===== config.mk =====
export PLATFORM = sky130hd
export DESIGN_NAME = axi_burst_master_flat
export DESIGN_NICKNAME = d
export VERILOG_FILES = /design/src/rtl/axi_burst_master_if.sv /design/src/rtl/axi_burst_master.sv /design/src/flat_wrapper.sv
export SDC_FILE = /design/constraint.sdc
export NUM_CORES = 1
export LEC_CHECK = 0
export ABC_AREA = 1
export CORE_AREA = 2 2 315 317
export CTS_CLUSTER_SIZE = 14
export DETAILED_ROUTE_END_ITERATION = 10
export DIE_AREA = 0 0 317 319
export SLEW_MARGIN = 0
export SYNTH_ARGS = -nofsm -noshare
export SYNTH_HDL_FRONTEND = slang
export SYNTH_SLANG_ARGS = --single-unit

===== constraint.sdc =====
create_clock -name clk -period 3.3 [get_ports clk]
set_clock_uncertainty 0.1 [all_clocks]
set_input_delay 0.33 -clock clk [delete_from_list [all_inputs] [get_ports clk]]
set_output_delay 0.33 -clock clk [all_outputs]
set_load 0.1 [all_outputs]

===== src/rtl/axi_burst_master_if.sv =====
// axi_burst_master_if: user command/stream, status and AXI4 channel bundle for axi_burst_master.
// The master modport is the burst master's view; the slave modport is the environment's view.
interface axi_burst_master_if #(
    parameter int ADDR_W = 64,
    parameter int DATA_W = 128,
    parameter int LEN_W  = 8
);
    localparam int STRB_W = DATA_W / 8;
    logic              cmd_valid;
    logic              cmd_ready;
    logic              cmd_rw;
    logic [ADDR_W-1:0] cmd_addr;
    logic [LEN_W-1:0]  cmd_len;
    logic              wr_valid;
    logic              wr_ready;
    logic [DATA_W-1:0] wr_data;
    logic [STRB_W-1:0] wr_strb;
    logic              rd_valid;
    logic              rd_ready;
    logic [DATA_W-1:0] rd_data;
    logic              rd_last;
    logic              done;
    logic [1:0]        status_resp;
    logic              timeout;
    logic              AWVALID;
    logic              AWREADY;
    logic [ADDR_W-1:0] AWADDR;
    logic [LEN_W-1:0]  AWLEN;
    logic [2:0]        AWSIZE;
    logic [1:0]        AWBURST;
    logic              WDVALID;
    logic              WDREADY;
    logic [DATA_W-1:0] WDATA;
    logic [STRB_W-1:0] WSTRB;
    logic              WLAST;
    logic              BVALID;
    logic              BREADY;
    logic [1:0]        BRESP;
    logic              RAVALID;
    logic              RAREADY;
    logic [ADDR_W-1:0] ARADDR;
    logic [LEN_W-1:0]  ARLEN;
    logic [2:0]        ARSIZE;
    logic [1:0]        ARBURST;
    logic              RDVALID;
    logic              RDREADY;
    logic [DATA_W-1:0] RDATA;
    logic [1:0]        RRESP;
    logic              RLAST;

    modport master (
        input  cmd_valid, cmd_rw, cmd_addr, cmd_len, wr_valid, wr_data, wr_strb, rd_ready,
        output cmd_ready, wr_ready, rd_valid, rd_data, rd_last, done, status_resp, timeout,
        output AWVALID, AWADDR, AWLEN, AWSIZE, AWBURST, WDVALID, WDATA, WSTRB, WLAST, BREADY,
        output RAVALID, ARADDR, ARLEN, ARSIZE, ARBURST, RDREADY,
        input  AWREADY, WDREADY, BVALID, BRESP, RAREADY, RDVALID, RDATA, RRESP, RLAST
    );

    modport slave (
        output cmd_valid, cmd_rw, cmd_addr, cmd_len, wr_valid, wr_data, wr_strb, rd_ready,
        input  cmd_ready, wr_ready, rd_valid, rd_data, rd_last, done, status_resp, timeout,
        input  AWVALID, AWADDR, AWLEN, AWSIZE, AWBURST, WDVALID, WDATA, WSTRB, WLAST, BREADY,
        input  RAVALID, ARADDR, ARLEN, ARSIZE, ARBURST, RDREADY,
        output AWREADY, WDREADY, BVALID, BRESP, RAREADY, RDVALID, RDATA, RRESP, RLAST
    );
endinterface


===== src/rtl/axi_burst_master.sv =====
// axi_burst_master: turns one user command into a full AXI4 INCR read or write burst.
// Optional stall watchdog enabled by defining AXI_MASTER_TIMEOUT_EN.
module axi_burst_master #(
    parameter int ADDR_W      = 64,
    parameter int DATA_W      = 128,
    parameter int LEN_W       = 8,
    parameter int TIMEOUT_CYC = 1024
) (
    input logic                clk,
    input logic                reset,
    axi_burst_master_if.master bus
);
    typedef enum logic [2:0] {IDLE, WR_AW, WR_W, WR_B, RD_AR, RD_R} state_t;

    state_t            state;
    logic [ADDR_W-1:0] addr_q;
    logic [LEN_W-1:0]  len_q;
    logic [LEN_W-1:0]  cnt;
    logic [1:0]        resp_acc;
    logic [1:0]        status_q;
    logic              cmd_rdy;
    logic              aw_v;
    logic              ar_v;
    logic              b_rdy;
    logic              done_q;
    logic              in_w;
    logic              in_r;
    logic              last;
    logic              w_hs;
    logic              r_hs;
    logic              hs;
    logic              accept;
    logic [1:0]        r_resp;
    logic [1:0]        r_stat;

    function automatic logic [1:0] rmax(input logic [1:0] a, input logic [1:0] b);
        return a > b ? a : b;
    endfunction

    assign in_w   = state == WR_W;
    assign in_r   = state == RD_R;
    assign last   = cnt == len_q;
    assign accept = state == IDLE && bus.cmd_valid;
    assign w_hs   = in_w && bus.wr_valid && bus.WDREADY;
    assign r_hs   = in_r && bus.RDVALID && bus.rd_ready;
    assign hs     = (aw_v && bus.AWREADY) || w_hs || (b_rdy && bus.BVALID) || (ar_v && bus.RAREADY) || r_hs;
    assign r_resp = rmax(resp_acc, bus.RRESP);
    // A slave whose RLAST disagrees with the requested length is a protocol error: at least SLVERR.
    assign r_stat = (bus.RLAST != last) ? rmax(r_resp, 2'b10) : r_resp;

    assign bus.cmd_ready   = cmd_rdy;
    assign bus.done        = done_q;
    assign bus.status_resp = status_q;
    assign bus.AWVALID     = aw_v;
    assign bus.AWADDR      = addr_q;
    assign bus.AWLEN       = len_q;
    assign bus.AWSIZE      = 3'($clog2(DATA_W / 8));
    assign bus.AWBURST     = 2'b01;
    assign bus.WDVALID     = in_w && bus.wr_valid;
    assign bus.wr_ready    = in_w && bus.WDREADY;
    assign bus.WDATA       = bus.wr_data;
    assign bus.WSTRB       = bus.wr_strb;
    assign bus.WLAST       = in_w && last;
    assign bus.BREADY      = b_rdy;
    assign bus.RAVALID     = ar_v;
    assign bus.ARADDR      = addr_q;
    assign bus.ARLEN       = len_q;
    assign bus.ARSIZE      = 3'($clog2(DATA_W / 8));
    assign bus.ARBURST     = 2'b01;
    assign bus.RDREADY     = in_r && bus.rd_ready;
    assign bus.rd_valid    = in_r && bus.RDVALID;
    assign bus.rd_data     = bus.RDATA;
    assign bus.rd_last     = in_r && bus.RLAST;

    always_ff @(posedge clk or posedge reset) begin
        if (reset) begin
            state    <= IDLE;
            addr_q   <= '0;
            len_q    <= '0;
            cnt      <= '0;
            resp_acc <= 2'b00;
            status_q <= 2'b00;
            cmd_rdy  <= 1'b1;
            aw_v     <= 1'b0;
            ar_v     <= 1'b0;
            b_rdy    <= 1'b0;
            done_q   <= 1'b0;
        end else begin
            done_q <= 1'b0;
            case (state)
                IDLE: if (bus.cmd_valid) begin
                    addr_q   <= bus.cmd_addr;
                    len_q    <= bus.cmd_len;
                    cnt      <= '0;
                    resp_acc <= 2'b00;
                    cmd_rdy  <= 1'b0;
                    aw_v     <= bus.cmd_rw;
                    ar_v     <= !bus.cmd_rw;
                    state    <= bus.cmd_rw ? WR_AW : RD_AR;
                end
                WR_AW: if (bus.AWREADY) begin
                    aw_v  <= 1'b0;
                    state <= WR_W;
                end
                WR_W: if (w_hs) begin
                    if (last) begin
                        b_rdy <= 1'b1;
                        state <= WR_B;
                    end else cnt <= cnt + 1'b1;
                end
                WR_B: if (bus.BVALID) begin
                    b_rdy    <= 1'b0;
                    status_q <= bus.BRESP;
                    done_q   <= 1'b1;
                    cmd_rdy  <= 1'b1;
                    state    <= IDLE;
                end
                RD_AR: if (bus.RAREADY) begin
                    ar_v  <= 1'b0;
                    state <= RD_R;
                end
                RD_R: if (r_hs) begin
                    resp_acc <= r_resp;
                    if (bus.RLAST || last) begin
                        status_q <= r_stat;
                        done_q   <= 1'b1;
                        cmd_rdy  <= 1'b1;
                        state    <= IDLE;
                    end else cnt <= cnt + 1'b1;
                end
                default: state <= IDLE;
            endcase
        end
    end

`ifdef AXI_MASTER_TIMEOUT_EN
    localparam int SW = $clog2(TIMEOUT_CYC + 1);
    logic [SW-1:0] stall;
    logic          to_q;

    // The watchdog only flags; the FSM keeps waiting for the slave.
    always_ff @(posedge clk or posedge reset) begin
        if (reset) begin
            stall <= '0;
            to_q  <= 1'b0;
        end else begin
            stall <= (state == IDLE || hs) ? '0 : (stall == SW'(TIMEOUT_CYC)) ? stall : stall + 1'b1;
            if (accept) to_q <= 1'b0;
            else if (state != IDLE && !hs && stall == SW'(TIMEOUT_CYC - 1)) to_q <= 1'b1;
        end
    end

    assign bus.timeout = to_q;
`else
    logic unused_stall;
    assign unused_stall = hs ^ accept;
    assign bus.timeout  = TIMEOUT_CYC < 0;
`endif
endmodule


===== src/flat_wrapper.sv =====
// flat-port wrapper written by rule: the top's interface ports become plain ports
module axi_burst_master_flat 
#(
    parameter int ADDR_W      = 64,
    parameter int DATA_W      = 128,
    parameter int LEN_W       = 8,
    parameter int TIMEOUT_CYC = 1024
)
  (clk, reset, bus_cmd_valid, bus_cmd_rw, bus_cmd_addr, bus_cmd_len, bus_wr_valid, bus_wr_data, bus_wr_strb, bus_rd_ready, bus_cmd_ready, bus_wr_ready, bus_rd_valid, bus_rd_data, bus_rd_last, bus_done, bus_status_resp, bus_timeout, bus_AWVALID, bus_AWADDR, bus_AWLEN, bus_AWSIZE, bus_AWBURST, bus_WDVALID, bus_WDATA, bus_WSTRB, bus_WLAST, bus_BREADY, bus_RAVALID, bus_ARADDR, bus_ARLEN, bus_ARSIZE, bus_ARBURST, bus_RDREADY, bus_AWREADY, bus_WDREADY, bus_BVALID, bus_BRESP, bus_RAREADY, bus_RDVALID, bus_RDATA, bus_RRESP, bus_RLAST);
  axi_burst_master_if #(.ADDR_W(ADDR_W), .DATA_W(DATA_W), .LEN_W(LEN_W)) bus_i ();
  input logic clk;
  input logic reset;
  input wire logic [$bits(bus_i.cmd_valid)-1:0] bus_cmd_valid;
  input wire logic [$bits(bus_i.cmd_rw)-1:0] bus_cmd_rw;
  input wire logic [$bits(bus_i.cmd_addr)-1:0] bus_cmd_addr;
  input wire logic [$bits(bus_i.cmd_len)-1:0] bus_cmd_len;
  input wire logic [$bits(bus_i.wr_valid)-1:0] bus_wr_valid;
  input wire logic [$bits(bus_i.wr_data)-1:0] bus_wr_data;
  input wire logic [$bits(bus_i.wr_strb)-1:0] bus_wr_strb;
  input wire logic [$bits(bus_i.rd_ready)-1:0] bus_rd_ready;
  output wire logic [$bits(bus_i.cmd_ready)-1:0] bus_cmd_ready;
  output wire logic [$bits(bus_i.wr_ready)-1:0] bus_wr_ready;
  output wire logic [$bits(bus_i.rd_valid)-1:0] bus_rd_valid;
  output wire logic [$bits(bus_i.rd_data)-1:0] bus_rd_data;
  output wire logic [$bits(bus_i.rd_last)-1:0] bus_rd_last;
  output wire logic [$bits(bus_i.done)-1:0] bus_done;
  output wire logic [$bits(bus_i.status_resp)-1:0] bus_status_resp;
  output wire logic [$bits(bus_i.timeout)-1:0] bus_timeout;
  output wire logic [$bits(bus_i.AWVALID)-1:0] bus_AWVALID;
  output wire logic [$bits(bus_i.AWADDR)-1:0] bus_AWADDR;
  output wire logic [$bits(bus_i.AWLEN)-1:0] bus_AWLEN;
  output wire logic [$bits(bus_i.AWSIZE)-1:0] bus_AWSIZE;
  output wire logic [$bits(bus_i.AWBURST)-1:0] bus_AWBURST;
  output wire logic [$bits(bus_i.WDVALID)-1:0] bus_WDVALID;
  output wire logic [$bits(bus_i.WDATA)-1:0] bus_WDATA;
  output wire logic [$bits(bus_i.WSTRB)-1:0] bus_WSTRB;
  output wire logic [$bits(bus_i.WLAST)-1:0] bus_WLAST;
  output wire logic [$bits(bus_i.BREADY)-1:0] bus_BREADY;
  output wire logic [$bits(bus_i.RAVALID)-1:0] bus_RAVALID;
  output wire logic [$bits(bus_i.ARADDR)-1:0] bus_ARADDR;
  output wire logic [$bits(bus_i.ARLEN)-1:0] bus_ARLEN;
  output wire logic [$bits(bus_i.ARSIZE)-1:0] bus_ARSIZE;
  output wire logic [$bits(bus_i.ARBURST)-1:0] bus_ARBURST;
  output wire logic [$bits(bus_i.RDREADY)-1:0] bus_RDREADY;
  input wire logic [$bits(bus_i.AWREADY)-1:0] bus_AWREADY;
  input wire logic [$bits(bus_i.WDREADY)-1:0] bus_WDREADY;
  input wire logic [$bits(bus_i.BVALID)-1:0] bus_BVALID;
  input wire logic [$bits(bus_i.BRESP)-1:0] bus_BRESP;
  input wire logic [$bits(bus_i.RAREADY)-1:0] bus_RAREADY;
  input wire logic [$bits(bus_i.RDVALID)-1:0] bus_RDVALID;
  input wire logic [$bits(bus_i.RDATA)-1:0] bus_RDATA;
  input wire logic [$bits(bus_i.RRESP)-1:0] bus_RRESP;
  input wire logic [$bits(bus_i.RLAST)-1:0] bus_RLAST;
  assign bus_i.cmd_valid = bus_cmd_valid;
  assign bus_i.cmd_rw = bus_cmd_rw;
  assign bus_i.cmd_addr = bus_cmd_addr;
  assign bus_i.cmd_len = bus_cmd_len;
  assign bus_i.wr_valid = bus_wr_valid;
  assign bus_i.wr_data = bus_wr_data;
  assign bus_i.wr_strb = bus_wr_strb;
  assign bus_i.rd_ready = bus_rd_ready;
  assign bus_cmd_ready = bus_i.cmd_ready;
  assign bus_wr_ready = bus_i.wr_ready;
  assign bus_rd_valid = bus_i.rd_valid;
  assign bus_rd_data = bus_i.rd_data;
  assign bus_rd_last = bus_i.rd_last;
  assign bus_done = bus_i.done;
  assign bus_status_resp = bus_i.status_resp;
  assign bus_timeout = bus_i.timeout;
  assign bus_AWVALID = bus_i.AWVALID;
  assign bus_AWADDR = bus_i.AWADDR;
  assign bus_AWLEN = bus_i.AWLEN;
  assign bus_AWSIZE = bus_i.AWSIZE;
  assign bus_AWBURST = bus_i.AWBURST;
  assign bus_WDVALID = bus_i.WDVALID;
  assign bus_WDATA = bus_i.WDATA;
  assign bus_WSTRB = bus_i.WSTRB;
  assign bus_WLAST = bus_i.WLAST;
  assign bus_BREADY = bus_i.BREADY;
  assign bus_RAVALID = bus_i.RAVALID;
  assign bus_ARADDR = bus_i.ARADDR;
  assign bus_ARLEN = bus_i.ARLEN;
  assign bus_ARSIZE = bus_i.ARSIZE;
  assign bus_ARBURST = bus_i.ARBURST;
  assign bus_RDREADY = bus_i.RDREADY;
  assign bus_i.AWREADY = bus_AWREADY;
  assign bus_i.WDREADY = bus_WDREADY;
  assign bus_i.BVALID = bus_BVALID;
  assign bus_i.BRESP = bus_BRESP;
  assign bus_i.RAREADY = bus_RAREADY;
  assign bus_i.RDVALID = bus_RDVALID;
  assign bus_i.RDATA = bus_RDATA;
  assign bus_i.RRESP = bus_RRESP;
  assign bus_i.RLAST = bus_RLAST;
  axi_burst_master #(.ADDR_W(ADDR_W), .DATA_W(DATA_W), .LEN_W(LEN_W), .TIMEOUT_CYC(TIMEOUT_CYC)) u_core (.clk(clk), .reset(reset), .bus(bus_i));
endmodule

# Yosys cells after proc, flatten, opt, wreduce, memory -nomap -nowiden
# Index checks and enable logic that the tools add are counted.
[totals]
input_bits = 360
regBits = 92
word_cells = 103
[classes]
muxes = 45
magnitude_cmp = 2
n_reduce_logical = 27
eq_ne = 17
addsub = 1
[op_table]
columns = ["op", "count"]
rows = [
  ["two-way mux 8 bit", 5],
  ["two-way mux 3 bit", 9],
  ["case mux 8 bit (3 select lines)", 1],
  ["!= test 2 bit (second input constant)", 10],
  ["case mux 3 bit (6 select lines)", 1],
  ["two-way mux 2 bit", 8],
  ["two-way mux 1 bit", 14],
  ["nonzero test 2 bit", 5],
  ["AND reduction 3 bit", 3],
  ["adder 8 x 1 -> 8 bit (second input constant)", 1],
  ["== test 8 bit", 1],
  ["logical AND 1 bit", 8],
  ["case mux 1 bit (2 select lines)", 4],
  ["case mux 2 bit (2 select lines)", 2],
  ["AND reduction 4 bit", 2],
  ["AND reduction 8 bit", 1],
  ["== test 3 x 2 -> 1 bit (second input constant)", 2],
  ["== test 3 bit (second input constant)", 2],
  ["AND reduction 6 bit", 1],
  ["nonzero test 3 bit", 2],
  ["AND reduction 5 bit", 1],
  ["== test 3 x 1 -> 1 bit (second input constant)", 1],
  ["logical NOT 3 bit", 1],
  ["case mux 1 bit (3 select lines)", 1],
  ["other kinds (6)", 6],
]

# Longest topological paths before layout
# Gate-level depths: netlist of run 1.
[logic_depth]
ltp_word = 8
depth_mapped = 15
ltp_nobuf = 14

# Worst setup path after synthesis of run 1
# OpenSTA, ideal clock, no wires.
[synth_path]
kind = "register to output"
from = "register u_core.len_q[6], in the netlist u_core.bus.ARLEN[6]"
to = "output bus_WLAST"
arrival_ns = 2.203
n_path_buf = 0
path_stages_with_launch = 6
path_slack_ns = 0.667
cell_sequence = "dfrtp_1 -> xnor2_1 -> nand2_1 -> nor2_1 -> nand3_2 -> inv_1"
[synth_via]
elab_chain_len = 2
[synth_lines]
columns = ["element", "line_no", "rtl"]
rows = [
  ["from (decl)", "axi_burst_master.sv:17", "logic [LEN_W-1:0] len_q;"],
  ["from (signal assigned)", "axi_burst_master.sv:93", "len_q <= bus.cmd_len;"],
  ["== test 8 bit", "axi_burst_master.sv:42", "assign last = cnt == len_q;"],
  ["logical AND 1 bit", "axi_burst_master.sv:63", "assign bus.WLAST = in_w && last;"],
  ["to (decl)", "flat_wrapper.sv:37", "output wire logic [$bits(bus_i.WLAST)-1:0] bus_WLAST;"],
]
# Every way passes these cells.

# Worst setup path in the final report of run 1
[layout_path]
from = "register u_core.len_q[3], in the netlist u_core.bus.ARLEN[3]"
to = "output bus_WLAST"
# The elaborated chain is that of the path after synthesis.

==> results of run 1 <==
[logic make-up (layout without fill, tap and decap cells)]
| logic type | Yosys count | after routing |
|---|---|---|
| buffers and inverters | 421 | 317 |
| flip-flops | 92 | 92 |
| AO/OA/AOI/OAI | 20 | 20 |
| AND/OR/NAND/NOR | 356 | 356 |
| XOR/XNOR | 4 | 4 |
| other | 2 | 13 |
| adder cells (fa/ha/maj) | 5 | 5 |
[per-stage QoR]
stage	area, µm²	worst slack (ps)	std cells	total power, mW
after global routing	8610	475	2092	13.7
after global placement	8300	961	2076	12.0
after floorplan	7010	480	909	11.8
final	8610	679	2094	13.1
after CTS	8610	614	2092	13.3
after detailed placement	8300	929	2076	12.0
[routing by layer]
metal | routed length [µm] | vias to the layer above | GRT usage (%)
met1 | 8960 | 2168 | 4.86
met3 | 10300 | 62 | 9.25
met4 | 777 | 12 | 1.98
met5 | 68 | - | 0
met2 | 19400 | 549 | 13.0
li1 | - | 2164 | -
[worst paths after layout]
check | to | from | slack (ps)
setup reg to reg | u_core.cnt[6] | u_core.cnt[5] | 940
hold / removal | u_core.bus.ARADDR[12] | reset | 180
hold reg to reg | u_core.bus.cmd_ready | u_core.bus.cmd_ready | 380
setup / recovery | bus_WLAST | u_core.bus.ARLEN[3] | 680
min in group clk | u_core.bus.ARADDR[4] | bus_cmd_addr[4] | 360
max in group asynchronous | u_core.bus.cmd_ready | reset | 2220
[cell usage after synthesis]
cell type  instances
inv_6              1
xor2_1             1
o22ai_2            1
nand2_4            2
dfrtp_1           91
dfstp_2            1
clkbuf_1           3
xnor2_1            3
nand3_4            2
nand2_1          289
o21bai_1           1
nor3_1             2
a21o_1             1
nor2_4             3
o21ai_0            9
inv_2              5
nand3_2            2
nor2_2             1
buf_4            359
nand2_2            4
a21boi_1           1
conb_1             2
a21oi_1            2
nand3_1           17
inv_1             42
nor2_1            22
buf_6              2
buf_2              9
o22ai_1            1
ha_1               5
a31oi_1            1
nand4_1           12
o211ai_1           3
[state kept, by name, summed over array words and instances, names as in the netlist]
name / count
u_core.bus.ARADDR: 64
u_core.bus.ARLEN: 8
u_core.bus.AWVALID: 1
u_core.bus.BREADY: 1
u_core.bus.RAVALID: 1
u_core.bus.cmd_ready: 1
u_core.bus.done: 1
u_core.bus.status_resp: 2
u_core.cnt: 8
u_core.resp_acc: 2
u_core.state: 3
[power by group]
group	leakage [nW]	switching (mW)	total [mW]	internal, mW
clock	0.148	0.610	1.15	0.539
combinational	2.31	7.94	9.84	1.89
sequential	1.16	0.502	2.12	1.62
[layout make-up]
cell class / count / area share, %
clock inverters: 7 / 0.915
flip-flops and latches: 92 / 26.7
well taps: 1287 / 18.7
repair buffers: 253 / 28.5
clock buffers: 9 / 2.62
multi-input cells: 396 / 20.3
inverters: 48 / 2.18
diodes: 2 / 0.0581
==> reports/results.ini, run 1 <==
[outcome]
outcome = complete, no violations

[routing]
drt_first_iter_violations = 228
via_per_inst = 2.37
routed_wl_um = 39500
postRouteAntennaNets = 0
route.detailed.drc = 0
firstDrtPassIters = 4
num_vias = 4955
wl_per_cell_um = 18.9

[floorplan]
core_mm2 = 0.0977
num_rows = 115
top_level_ports = 800
dieWidth_um = 317
die_area_mm2 = 0.101
fp.dieH_um = 319
initial_core_util_pct = 7.14

[critical_path]
cp_top_family = simple AND/OR/NAND/NOR gates
crit_type = register to output pin
crit_slowest_cell = dfrtp_1
crit_fanout = 10
path_buf_inv = 2
required_ps = 2870
arrival_ps = 2190
max_stage_delay_ps = 470
reg2regPathDepth = 14
path_cells = xnor2_1, nand2_1, nor2_1, nand3_2, inv_1, buf_4
crit_path_end_kind = output pin
start_kind = register
cp.depth = 6

[layout]
areaGrowthSynthToFinish_pct = 23.5
final_util_pct = 8.81
layout_commonest_cell = nand2_1
final_cell_mix = 289 x nand2_1, 208 x clkdlybuf4s50_1, 91 x dfrtp_1, 42 x buf_4, 41 x inv_1
regArea_mm2 = 0.00230
nets = 1165
drive_gt1_share_pct = 10.4
nFillCells = 11400
multi_input_area_mm2 = 0.00174

[grt]
antenna_found_initial = 6
grt_pass1_vias = 4814
grt_max_degree = 52
grt_pass1_wl_um = 48800
globalRouteOverflowTotal = 0
gr-usage-all-layers_pct = 7.59

[yosys]
synth_top_area_share_pct = 38.7
synth.top_cells.by_area = buf_4 39%, dfrtp_1 33%, nand2_1 16%
synth.avg_cell_area_um2 = 7.75
synth_top_family_by_area = buffers and inverters
synth_xor_area_share_pct = 0.502
yosysSeqAreaShare_pct = 33.0
synth_cells = 900
synth.mux.area_fraction_pct = 0
yosys.area.top_type = buf_4
synth_fa_ha_area_share_pct = 0.897
syn_area_mm2 = 0.00697
synth_seq_cells = 92
synth-compound-area-share_pct = 1.79
yosys.area_share.simple_pct = 21.2
ys_warn_count = 0
ys_types = 33

[cts]
cts_max_path_buffers = 2
ctsHtreeMaxLevel = 3
cts_tree = built
clk_latency_ps = 400
cts_sinks = 92
postCtsSetupBuffers = 0
ctsHoldBuffers = 0
cts_resized = 0
cts-root-buf = clkbuf_16
cts_buffers = 9
clk_pin_slew_worst_paths_ps = 90

[timing]
tightest_slew_ps = 1010
slew_headroom_pct = 32.3
rsz0062_at_grt = false
min_period_ps = 2620
fin_crit_sh_pct = 79.4
setup_violations = 0
max_freq_ghz = 0.382
setup_tns_ps = 0
finalHoldViolCount = 0
slew_viol_final = 0
timing.hold.ws_ps = 177

[power_and_ir_drop]
static-leakage-power_nw = 3.62
power.density_mw_per_mm2 = 1520
ir_worst_vdd_v = 0.000659

[place]
dp_hpwl_um = 34900
gp_congestion = 0.792
port_buffers = 244

[worst_hold_path]
hold_class = primary input to async pin

[flow_run]
max-cap-violations = 0

Power figures use the tool's default switching activity.
==> run 2: changes to the inputs <==
clock period = 2.5 ns   (was 3.3 ns; I/O delays follow)
==> run 2 against run 1 <==
  * Power increased by 31%
  * Clock power up 30%
  * Worst hold slack worse by 79 ps
  * Critical path depth up 2
  * Via count increased by 0.81%
  * Core utilization decreased by 0.16 points
  * Die area unchanged
  * Design area down 1.8%
  * Global-route usage increased by 0.21 points
  * Sequential share of layout area rose by 0.61 points
  * Count of clock-buffer cells in the layout increased by 1
  * Largest cell class is now flip-flops and latches
  * Highest routed layer unchanged
==> reports/results.ini, run 2 (synthesized netlist as in run 1, its figures left out) <==
[outcome]
outcome = complete, no violations  ; unchanged

[power_and_ir_drop]
clkPwrFrac_pct = 8.7  ; was 8.8%
power.total_mw = 17.2  ; was 13.1 mW
seqPwrFrac_pct = 16.2  ; about the same
combPwrFrac_pct = 75.1  ; about the same
power.density_mw_per_mm2 = 2030  ; was 1520 mW/mm²
intPower_mw = 5.15  ; was 4.05 mW
static-leakage-power_nw = 3.80  ; was 3.62 nW
power.switching_mw = 12.0  ; was 9.06 mW
p_sw_share_pct = 70.0  ; was 69.1%
ir_worst_vdd_v = 0.00101  ; was 0.000659 V

[timing]
setup_tns_ps = 0  ; unchanged
min_period_ps = 2360
max_freq_ghz = 0.425
setup_violations = 0  ; unchanged
slew_viol_final = 0  ; unchanged
fin_ws_ps = 145  ; was 679 ps
fin_crit_sh_pct = 94.2
finalHoldViolCount = 0  ; unchanged
timing.hold.ws_ps = 97.6  ; was 177 ps
rsz0062_at_grt = true  ; was false

[layout]
regArea_mm2 = 0.00231  ; was 0.00230 mm²
largest_reg_flops = 64  ; unchanged
multi_input_area_mm2 = 0.00175  ; was 0.00174 mm²
drive_gt1_share_pct = 26.9  ; was 10.4%
nFillCells = 11400  ; about the same
nets = 1169  ; was 1,165
final_cell_mix = 289 x nand2_1, 158 x buf_4, 87 x clkdlybuf4s50_1, 83 x dfrtp_1, 41 x inv_1  ; was 289 x nand2_1, 208 x clkdlybuf4s50_1, 91 x dfrtp_1, 42 x buf_4, 41 x inv_1
layout_commonest_cell = nand2_1  ; unchanged
layout.cells.non_filler = 2098  ; was 2,094
areaGrowthSynthToFinish_pct = 21.3  ; was 23.5%
final_util_pct = 8.65  ; was 8.81%
stdcell_area_mm2 = 0.00846  ; was 0.00861 mm²

[critical_path]
path_cells = inv_1, nand2_1, nand2_1, nand2_1, nor2_1, nand3_2, inv_1, buf_12  ; was xnor2_1, nand2_1, nor2_1, nand3_2, inv_1, buf_4
start_kind = register  ; unchanged
crit_path_end_kind = output pin  ; unchanged
crit_top_cell = nand2_1
arrival_ps = 2010  ; was 2190 ps
crit_slowest_cell = dfrtp_1  ; unchanged
crit_type = register to output pin  ; unchanged
required_ps = 2150  ; was 2870 ps
crit_fanout = 5  ; was 10
max_stage_delay_ps = 440  ; was 470 ps

[cts]
cts_buffers = 9  ; unchanged
cts_tree = built  ; unchanged
ctsHoldBuffers = 0  ; unchanged
cts_max_path_buffers = 2  ; unchanged
cts-root-buf = clkbuf_16  ; unchanged
ctsHtreeMaxLevel = 3  ; unchanged
clk_latency_ps = 390  ; was 400 ps
cts_sinks = 92  ; unchanged
clk_pin_slew_worst_paths_ps = 80  ; was 90 ps

[floorplan]
dieWidth_um = 317  ; unchanged
fp.dieH_um = 319  ; unchanged
core_mm2 = 0.0977  ; unchanged
top_level_ports = 800  ; unchanged
num_rows = 115  ; unchanged
initial_core_util_pct = 7.14  ; unchanged
die_area_mm2 = 0.101  ; unchanged

[place]
dp_cells = 2078  ; was 2,076
port_buffers = 244  ; unchanged
place_area_mm2 = 0.00813  ; was 0.00830 mm²
gp_congestion = 0.774  ; was 0.792
dp_hpwl_um = 36000  ; was 34,900 µm
post-place-ws_ps = 151  ; was 929 ps

[routing]
wl_per_cell_um = 19.6  ; was 18.9 µm
firstDrtPassIters = 6  ; was 4
via_per_inst = 2.38  ; was 2.37
routed_wl_um = 41000  ; was 39,500 µm
route.detailed.drc = 0  ; unchanged
postRouteAntennaNets = 0  ; unchanged
num_vias = 4995  ; was 4,955
drt_first_iter_violations = 215  ; was 228

[grt]
grt_max_degree = 73  ; was 52
antenna_found_initial = 6  ; unchanged
grt_pass1_wl_um = 49400  ; was 48,800 µm
grt_pass1_vias = 4607  ; was 4,814
globalRouteOverflowTotal = 0  ; unchanged
gr-usage-all-layers_pct = 7.80  ; was 7.59%

[worst_hold_path]
hold_class = primary input to async pin  ; unchanged

[flow_run]
max-cap-violations = 0  ; unchanged

[run 2: final cells by class]
cell class              instances  share of cell area, %
clock buffers                  10                   2.83
flip-flops and latches         92                   27.4
well taps                    1287                   19.0
repair buffers                257                   27.2
multi-input cells             396                   20.7
clock inverters                 6                  0.636
diodes                          2                 0.0592
inverters                      48                   2.25
[run 2: timing repair]
action | in CTS | in global routing
setup buffers | 0 | 2
endpoints found under the setup margin | 0 | 11
resized for setup | 0 | 1
[run 2: worst paths after layout]
kind                                      startpoint                    end  slack [ps]  depth (start not counted)
worst max-delay path                   u_core.cnt[0]              bus_WLAST         140                          8
worst min-delay path                           reset  u_core.bus.ARADDR[26]         100                          2
worst max register to register         u_core.cnt[5]        u_core.state[0]         180                         13
worst min register to register  u_core.bus.cmd_ready   u_core.bus.cmd_ready         390                          2
max in group asynchronous                      reset   u_core.bus.cmd_ready        1550                          3
min in group clk                    bus_cmd_addr[41]  u_core.bus.ARADDR[41]         270                          3
[run 2: power by group through the flow]
stage          sequential, mW  clock, mW  combinational (mW)
2_1_floorplan            6.90          0                8.63
3_3_place_gp             2.79          0                12.9
3_5_place_dp             2.80          0                13.0
4_1_cts                  2.79       1.64                13.0
5_1_grt                  2.88       1.66                13.4
6_report                 2.78       1.50                12.9
[run 2: per-layer routing]
| metal | global-route usage [%] | wire length (µm) | share of wire, % | vias up |
|---|---|---|---|---|
| met5 | 0 | 59 | 0.14 | - |
| met4 | 2.65 | 1120 | 2.7 | 8 |
| met3 | 9.78 | 10800 | 26 | 68 |
| met2 | 12.5 | 19000 | 46 | 537 |
| met1 | 5.29 | 10000 | 24 | 2204 |
| li1 | - | - | - | 2178 |
[run 2: critical path: cells and delay by family, from the launching register on]
family,cells,cell delay [ps]
buffers and inverters,3,570
DFF,1,440
and+or+nand+nor,5,590
